**src/rtl/macro_timing_ctrl_if.sv**
```systemverilog
// Handshake and strobe bundle between the window source, the timing controller and the macro.
// The slave modport is the controller side; the master modport is the driver/observer side.
interface macro_timing_ctrl_if;
    logic        mode_in;
    logic        verticle_sync;
    logic        win_valid;
    logic        partial_ready;
    logic        enable_to_macro;
    logic        latch_to_macro;
    logic        adc_to_macro;
    logic        partial_valid;
    logic        busy;
    logic        overrun;
    logic [15:0] win_cnt;

    modport slave (
        input  mode_in, verticle_sync, win_valid, partial_ready,
        output enable_to_macro, latch_to_macro, adc_to_macro, partial_valid, busy, overrun, win_cnt
    );

    modport master (
        output mode_in, verticle_sync, win_valid, partial_ready,
        input  enable_to_macro, latch_to_macro, adc_to_macro, partial_valid, busy, overrun, win_cnt
    );
endinterface

```
**src/rtl/macro_timing_ctrl.sv**
```systemverilog
// Sequences enable/latch/adc strobes of the compute macro for each 3x3 window; win_valid -> partial_valid in EN_CYC+LATCH_CYC+ADC_CYC+1 cycles.
// DONE holds until partial_ready; busy-time windows queue one deep when OVERRUN_QUEUE_EN is defined, otherwise drop and flag overrun.
module macro_timing_ctrl #(
    parameter int unsigned EN_CYC    = 4,
    parameter int unsigned LATCH_CYC = 4,
    parameter int unsigned ADC_CYC   = 3
) (
    input  logic               clk,
    input  logic               rstn,
    macro_timing_ctrl_if.slave bus
);
    typedef enum logic [2:0] {S_IDLE, S_SETUP, S_LATCH, S_ADC, S_DONE} state_t;

    localparam logic [3:0] EN_LOAD    = 4'(EN_CYC - 1);
    localparam logic [3:0] LATCH_LOAD = 4'(LATCH_CYC - 1);
    localparam logic [3:0] ADC_LOAD   = 4'(ADC_CYC - 1);

    state_t      state_q, state_d;
    logic [3:0]  phase_q, phase_d;
    logic        pend_q, pend_d;
    logic        ovr_q, ovr_d;
    logic [15:0] cnt_q, cnt_d;
    logic        en_q, latch_q, adc_q, pv_q, busy_q;

    logic abort;
    logic done_hs;
    logic busy_win;

    assign abort    = bus.verticle_sync || !bus.mode_in;
    assign done_hs  = (state_q == S_DONE) && bus.partial_ready;
    assign busy_win = bus.win_valid && (state_q != S_IDLE) && !done_hs;

    always_comb begin
        state_d = state_q;
        phase_d = phase_q;
        pend_d  = pend_q;
        ovr_d   = ovr_q;
        cnt_d   = cnt_q;
        if (abort) begin
            state_d = S_IDLE;
            phase_d = '0;
            pend_d  = 1'b0;
            cnt_d   = '0;
            if (bus.verticle_sync) ovr_d = 1'b0;
        end else begin
            case (state_q)
                S_IDLE: begin
                    if (bus.win_valid) begin
                        state_d = S_SETUP;
                        phase_d = EN_LOAD;
                        cnt_d   = cnt_q + 16'd1;
                    end
                end
                S_SETUP: begin
                    if (phase_q == 4'd0) begin
                        state_d = S_LATCH;
                        phase_d = LATCH_LOAD;
                    end else begin
                        phase_d = phase_q - 4'd1;
                    end
                end
                S_LATCH: begin
                    if (phase_q == 4'd0) begin
                        state_d = S_ADC;
                        phase_d = ADC_LOAD;
                    end else begin
                        phase_d = phase_q - 4'd1;
                    end
                end
                S_ADC: begin
                    if (phase_q == 4'd0) begin
                        state_d = S_DONE;
                        phase_d = '0;
                    end else begin
                        phase_d = phase_q - 4'd1;
                    end
                end
                S_DONE: begin
                    // A pending window restarts first; a same-cycle arrival then refills the slot.
                    if (done_hs) begin
                        if (pend_q || bus.win_valid) begin
                            state_d = S_SETUP;
                            phase_d = EN_LOAD;
                        end else begin
                            state_d = S_IDLE;
                        end
                        if (bus.win_valid) cnt_d = cnt_q + 16'd1;
                        pend_d = pend_q && bus.win_valid;
                    end
                end
                default: begin
                    state_d = S_IDLE;
                    phase_d = '0;
                end
            endcase

            if (busy_win) begin
`ifdef OVERRUN_QUEUE_EN
                if (pend_q) begin
                    ovr_d = 1'b1;
                end else begin
                    pend_d = 1'b1;
                    cnt_d  = cnt_q + 16'd1;
                end
`else
                ovr_d = 1'b1;
`endif
            end
        end
    end

    always_ff @(posedge clk or negedge rstn) begin
        if (!rstn) begin
            state_q <= S_IDLE;
            phase_q <= '0;
            pend_q  <= 1'b0;
            ovr_q   <= 1'b0;
            cnt_q   <= '0;
            en_q    <= 1'b0;
            latch_q <= 1'b0;
            adc_q   <= 1'b0;
            pv_q    <= 1'b0;
            busy_q  <= 1'b0;
        end else begin
            state_q <= state_d;
            phase_q <= phase_d;
            pend_q  <= pend_d;
            ovr_q   <= ovr_d;
            cnt_q   <= cnt_d;
            en_q    <= (state_d == S_SETUP) || (state_d == S_LATCH) || (state_d == S_ADC);
            latch_q <= (state_d == S_LATCH);
            adc_q   <= (state_d == S_ADC);
            pv_q    <= (state_d == S_DONE);
            busy_q  <= (state_d != S_IDLE);
        end
    end

    assign bus.enable_to_macro = en_q;
    assign bus.latch_to_macro  = latch_q;
    assign bus.adc_to_macro    = adc_q;
    assign bus.partial_valid   = pv_q;
    assign bus.busy            = busy_q;
    assign bus.overrun         = ovr_q;
    assign bus.win_cnt         = cnt_q;
endmodule

```
**src/flat_wrapper.sv**
```systemverilog
// flat-port wrapper written by rule: the top's interface ports become plain ports
module macro_timing_ctrl_flat 
#(
    parameter int unsigned EN_CYC    = 4,
    parameter int unsigned LATCH_CYC = 4,
    parameter int unsigned ADC_CYC   = 3
)
  (clk, rstn, bus_mode_in, bus_verticle_sync, bus_win_valid, bus_partial_ready, bus_enable_to_macro, bus_latch_to_macro, bus_adc_to_macro, bus_partial_valid, bus_busy, bus_overrun, bus_win_cnt);
  macro_timing_ctrl_if bus_i ();
  input  logic clk;
  input  logic rstn;
  input wire logic [$bits(bus_i.mode_in)-1:0] bus_mode_in;
  input wire logic [$bits(bus_i.verticle_sync)-1:0] bus_verticle_sync;
  input wire logic [$bits(bus_i.win_valid)-1:0] bus_win_valid;
  input wire logic [$bits(bus_i.partial_ready)-1:0] bus_partial_ready;
  output wire logic [$bits(bus_i.enable_to_macro)-1:0] bus_enable_to_macro;
  output wire logic [$bits(bus_i.latch_to_macro)-1:0] bus_latch_to_macro;
  output wire logic [$bits(bus_i.adc_to_macro)-1:0] bus_adc_to_macro;
  output wire logic [$bits(bus_i.partial_valid)-1:0] bus_partial_valid;
  output wire logic [$bits(bus_i.busy)-1:0] bus_busy;
  output wire logic [$bits(bus_i.overrun)-1:0] bus_overrun;
  output wire logic [$bits(bus_i.win_cnt)-1:0] bus_win_cnt;
  assign bus_i.mode_in = bus_mode_in;
  assign bus_i.verticle_sync = bus_verticle_sync;
  assign bus_i.win_valid = bus_win_valid;
  assign bus_i.partial_ready = bus_partial_ready;
  assign bus_enable_to_macro = bus_i.enable_to_macro;
  assign bus_latch_to_macro = bus_i.latch_to_macro;
  assign bus_adc_to_macro = bus_i.adc_to_macro;
  assign bus_partial_valid = bus_i.partial_valid;
  assign bus_busy = bus_i.busy;
  assign bus_overrun = bus_i.overrun;
  assign bus_win_cnt = bus_i.win_cnt;
  macro_timing_ctrl #(.EN_CYC(EN_CYC), .LATCH_CYC(LATCH_CYC), .ADC_CYC(ADC_CYC)) u_core (.clk(clk), .rstn(rstn), .bus(bus_i));
endmodule
```
**config.mk**
```make
export PLATFORM = sky130hd
export DESIGN_NAME = macro_timing_ctrl_flat
export DESIGN_NICKNAME = d
export VERILOG_FILES = /design/src/rtl/macro_timing_ctrl_if.sv /design/src/rtl/macro_timing_ctrl.sv /design/src/flat_wrapper.sv
export SDC_FILE = /design/constraint.sdc
export NUM_CORES = 1
export LEC_CHECK = 0
export ABC_AREA = 1
export BUFFER_PORTS_ARGS = -buffer_cell sky130_fd_sc_hd__buf_4
export CORE_MARGIN = 2
export CORE_UTILIZATION = 50
export DETAILED_ROUTE_END_ITERATION = 8
export PLACE_DENSITY = 0.72
export SYNTH_ARGS = -nofsm -noshare
export SYNTH_HDL_FRONTEND = slang
export SYNTH_SLANG_ARGS = --single-unit
```
**constraint.sdc**
```tcl
create_clock -name clk -period 1.15 [get_ports clk]
set_input_delay 0.115 -clock clk [delete_from_list [all_inputs] [get_ports clk]]
set_output_delay 0.115 -clock clk [all_outputs]
set_load 0.03 [all_outputs]
```
==> report_table.html <==
<table>
<tr><th>Metric</th><th>Value</th></tr>
<tr><th colspan="2">Setup path</th></tr>
<tr><td>Critical-path maximum fanout</td><td>5</td></tr>
<tr><td>Source of the critical timing path</td><td>u_core.state_q[0]</td></tr>
<tr><td>Required time of the critical path</td><td>1.38 ns</td></tr>
<tr><td>R2r worst-path depth</td><td>6</td></tr>
<tr><td>Critical path type</td><td>reg -&gt; reg</td></tr>
<tr><td>Crit path arrival time</td><td>1.52 ns</td></tr>
<tr><td>Reg2reg start</td><td>u_core.state_q[0]</td></tr>
<tr><td>Kind of end point of the critical path</td><td>flop</td></tr>
<tr><td>Crit path launch type</td><td>flop</td></tr>
<tr><th colspan="2">GRT</th></tr>
<tr><td>Maximum number of pins on one net before global-route repair</td><td>31</td></tr>
<tr><td>Initial antenna violation count</td><td>0</td></tr>
<tr><td>Total congestion overflow</td><td>0</td></tr>
<tr><td>Vias in the first global route</td><td>1,779</td></tr>
<tr><td>Overall Global Routing Usage</td><td>0.2554</td></tr>
<tr><td>Wire length of the first global-routing pass</td><td>7790 um</td></tr>
<tr><td>GR Layer Usage met3</td><td>0.05946</td></tr>
<tr><td>Busiest metal layer after global routing</td><td>met2</td></tr>
<tr><td>Met1 track demand over resource in global routing</td><td>0.2849</td></tr>
<tr><td>Global routing usage on met2</td><td>0.4516</td></tr>
<tr><th colspan="2">STA</th></tr>
<tr><td>Relative slew slack</td><td>0.7351</td></tr>
<tr><td>RSZ-0062 raised after global routing</td><td>yes</td></tr>
<tr><td>Final min period</td><td>1.284 ns</td></tr>
<tr><td>Count of endpoints failing hold in the final timing report</td><td>0</td></tr>
<tr><td>Finish-stage setup viols</td><td>29</td></tr>
<tr><td>Worst-case setup margin in the final layout</td><td>-0.1341 ns</td></tr>
<tr><td>Max Transition Viols Final</td><td>0</td></tr>
<tr><td>Share of the cycle needed by the critical path after routing</td><td>1.117</td></tr>
<tr><td>Worst Skew</td><td>0.01241 ns</td></tr>
<tr><td>Achievable clock frequency</td><td>778.8 MHz</td></tr>
<tr><td>Slew @ Worst Pin</td><td>0.3974 ns</td></tr>
<tr><th colspan="2">Pwr</th></tr>
<tr><td>Worst vdd rail ir drop</td><td>0.7142 mV</td></tr>
<tr><td>Leakage component of the power</td><td>1.301 nW</td></tr>
<tr><td>Power per cell area</td><td>802.4 nW/um^2</td></tr>
<tr><th colspan="2">Detailed routing</th></tr>
<tr><td>Post-DRT Antenna Nets</td><td>0</td></tr>
<tr><td>DRC errors left</td><td>0</td></tr>
<tr><td>Iteration-0 DRC Markers</td><td>124</td></tr>
<tr><td>Aggregate routed wire length</td><td>4509 um</td></tr>
<tr><td>Vias post-DR</td><td>1,807</td></tr>
<tr><td>First-pass iteration count of the detailed router</td><td>4</td></tr>
<tr><td>Post-detailed-route wirelength per cell</td><td>12.81 um</td></tr>
<tr><td>Post-detailed-route via-to-cell ratio</td><td>5.134</td></tr>
<tr><th colspan="2">Finish</th></tr>
<tr><td>Post-layout util</td><td>0.7751</td></tr>
<tr><td>Layout overhead on the synthesized area</td><td>49.38%</td></tr>
<tr><td>Commonest cells after routing, fill and taps aside</td><td>nand2_1 (61), buf_4 (55), inv_1 (31), dfrtp_1 (19)</td></tr>
<tr><td>Number of nets in the final layout</td><td>312</td></tr>
<tr><td>Share of final-layout standard cells stronger than drive strength 1</td><td>0.4118</td></tr>
<tr><td>Max reg flops</td><td>16</td></tr>
<tr><td>Leading cell type in the layout, fill and taps excluded</td><td>nand2_1</td></tr>
<tr><td>Final non-filler cell total</td><td>352</td></tr>
<tr><td>Inserted Diodes</td><td>0</td></tr>
<tr><th colspan="2">CTS</th></tr>
<tr><td>Number of levels the H-tree was split into</td><td>2</td></tr>
<tr><td>Clock root buffer</td><td>clkbuf_4</td></tr>
<tr><td>Clock tree from TritonCTS</td><td>done</td></tr>
<tr><td>Clock-pin slew on the worst setup and hold paths</td><td>0.10 ns</td></tr>
<tr><td>Clock latency on the worst-skew pair</td><td>0.34 ns</td></tr>
<tr><td>Clock Path Buffers</td><td>2</td></tr>
<tr><td>TritonCTS sink count</td><td>30</td></tr>
<tr><td>Clock buffers created by TritonCTS</td><td>5</td></tr>
<tr><th colspan="2">Synth</th></tr>
<tr><td>Synth unique cells</td><td>26</td></tr>
<tr><td>Post-Syn Area</td><td>1718 um^2</td></tr>
<tr><td>Most used DFF post-synth</td><td>dfrtp_1</td></tr>
<tr><td>EDFF count, synth</td><td>0</td></tr>
<tr><td>Net Count, Synth</td><td>237</td></tr>
<tr><td>Number of warnings printed during yosys synthesis</td><td>0</td></tr>
<tr><td>Sequential-to-total area share from yosys stat</td><td>0.4370</td></tr>
<tr><td>Flop and latch count out of synthesis</td><td>30</td></tr>
<tr><td>Number of cells produced by synthesis</td><td>230</td></tr>
<tr><td>Syn avg cell area</td><td>7.469 um^2</td></tr>
<tr><td>FFs w/ async S/R, synth</td><td>1.000</td></tr>
<tr><th colspan="2">Die</th></tr>
<tr><td>Die Footprint</td><td>3921 um^2</td></tr>
<tr><td>Die width</td><td>62.62 um</td></tr>
<tr><td>Die height</td><td>62.62 um</td></tr>
<tr><td>Starting density of the core</td><td>0.5189</td></tr>
<tr><td>Boundary Pins</td><td>28</td></tr>
<tr><td>Row Count</td><td>21</td></tr>
<tr><td>Core region area</td><td>3311 um^2</td></tr>
<tr><th colspan="2">Place</th></tr>
<tr><td>Port bufs</td><td>27</td></tr>
<tr><td>Total half-perimeter wirelength after legalization and detailed placement</td><td>3134 um</td></tr>
<tr><td>Placer's final routability congestion estimate</td><td>0.8415</td></tr>
<tr><td>Number of placed instances with taps included</td><td>331</td></tr>
<tr><th colspan="2">Hold path</th></tr>
<tr><td>Worst hold path startpoint</td><td>bus_win_valid</td></tr>
<tr><td>Min-Delay Path Depth</td><td>3</td></tr>
<tr><td>Hold Crit Class</td><td>in -&gt; reg</td></tr>
<tr><th colspan="2">Status</th></tr>
<tr><td>Run status</td><td>finished with violations</td></tr>
<tr><td>Violations in the final reports</td><td>setup timing</td></tr>
<tr><th colspan="2">Flow run</th></tr>
<tr><td>Number of violations of the max-capacitance limit</td><td>0</td></tr>
</table>
## routing by layer
layer | up-vias | part of all wire
met5 | - | 0
met4 | 0 | 0.027
met3 | 13 | 0.038
met2 | 47 | 0.52
met1 | 849 | 0.41
li1 | 898 | -
## cell type report
class / count / area (um^2)
clock inverter: 1 / 5.005
sequential: 30 / 764.5
fill: 270 / 744.5
timing repair buffer: 73 / 621.8
inverter: 36 / 142.6
clock buffer: 7 / 55.05
multi-input combinational: 159 / 919.6
tap: 46 / 57.56
## critical path, cell delays in order, from the launching register on
cell,delay [ns]
dfrtp_1,0.41
nor2_4,0.17
inv_2,0.07
nor2_4,0.10
nand2_4,0.07
buf_4,0.16
o31ai_2,0.21
## cell families after synthesis
logic type      synth area share
xor+xnor                 0.01530
flops                     0.4370
compound gates           0.09104
simple gates              0.3489
fa+ha+maj               0.007282
buf+inv                   0.1005
## metrics by stage
step	area (um^2)	setup TNS, ns	setup WS, ns	power [mW]	hold WS, ns
floorplan	1782	-1.441	-0.1161	1.234	-0.1806
global placement	2265	-1.665	-0.09569	1.358	0.06804
detailed placement	2265	-2.452	-0.1693	1.364	0.06953
CTS	2480	-2.377	-0.1259	2.065	0.08270
global route	2566	-5.053	-0.2111	2.160	0.1223
finish	2566	-2.304	-0.1341	2.059	0.1136
## where the power goes
part / internal, mW / switching [mW] / leakage [nW]
Combinational: 0.127 / 0.180 / 0.869
Clock: 0.296 / 0.372 / 0.0353
Sequential: 1.07 / 0.0141 / 0.397
## repair_timing
item / CTS / global route
cloned: 0 / 0
hold endpoints to repair: 31 / 0
pin swaps: 7 / 7
endpoints found under the setup margin: 35 / 37
gates resized for setup: 26 / 17
hold buffers: 2 / 0
buffers inserted: 6 / 5
## path summary, 6_finish.rpt
path	end	slack, ns
min in group asynchronous	u_core.bus.win_cnt[7]	0.27
max in group asynchronous	u_core.state_q[2]	0.56
worst max register to register	u_core.bus.win_cnt[2]	-0.13
worst min register to register	u_core.bus.overrun	0.55
worst min-delay path	u_core.bus.overrun	0.11
worst max-delay path	u_core.bus.win_cnt[2]	-0.13
## synthesized netlist by cell type (all sizes together) (2+ instances only)
library cell  count  area (um^2)
o21ai            13        65.06
a21oi             5        25.02
nor2             22        107.6
nor3              2        15.01
buf               5        37.53
o21bai            2        15.01
dfrtp            30        750.7
nand2            68        262.8
xor2              2        17.52
nand3            21        120.1
inv              36        135.1
o31ai             4        30.03
nand4            15        93.84
No activity file was read; power rests on OpenSTA's default activity.
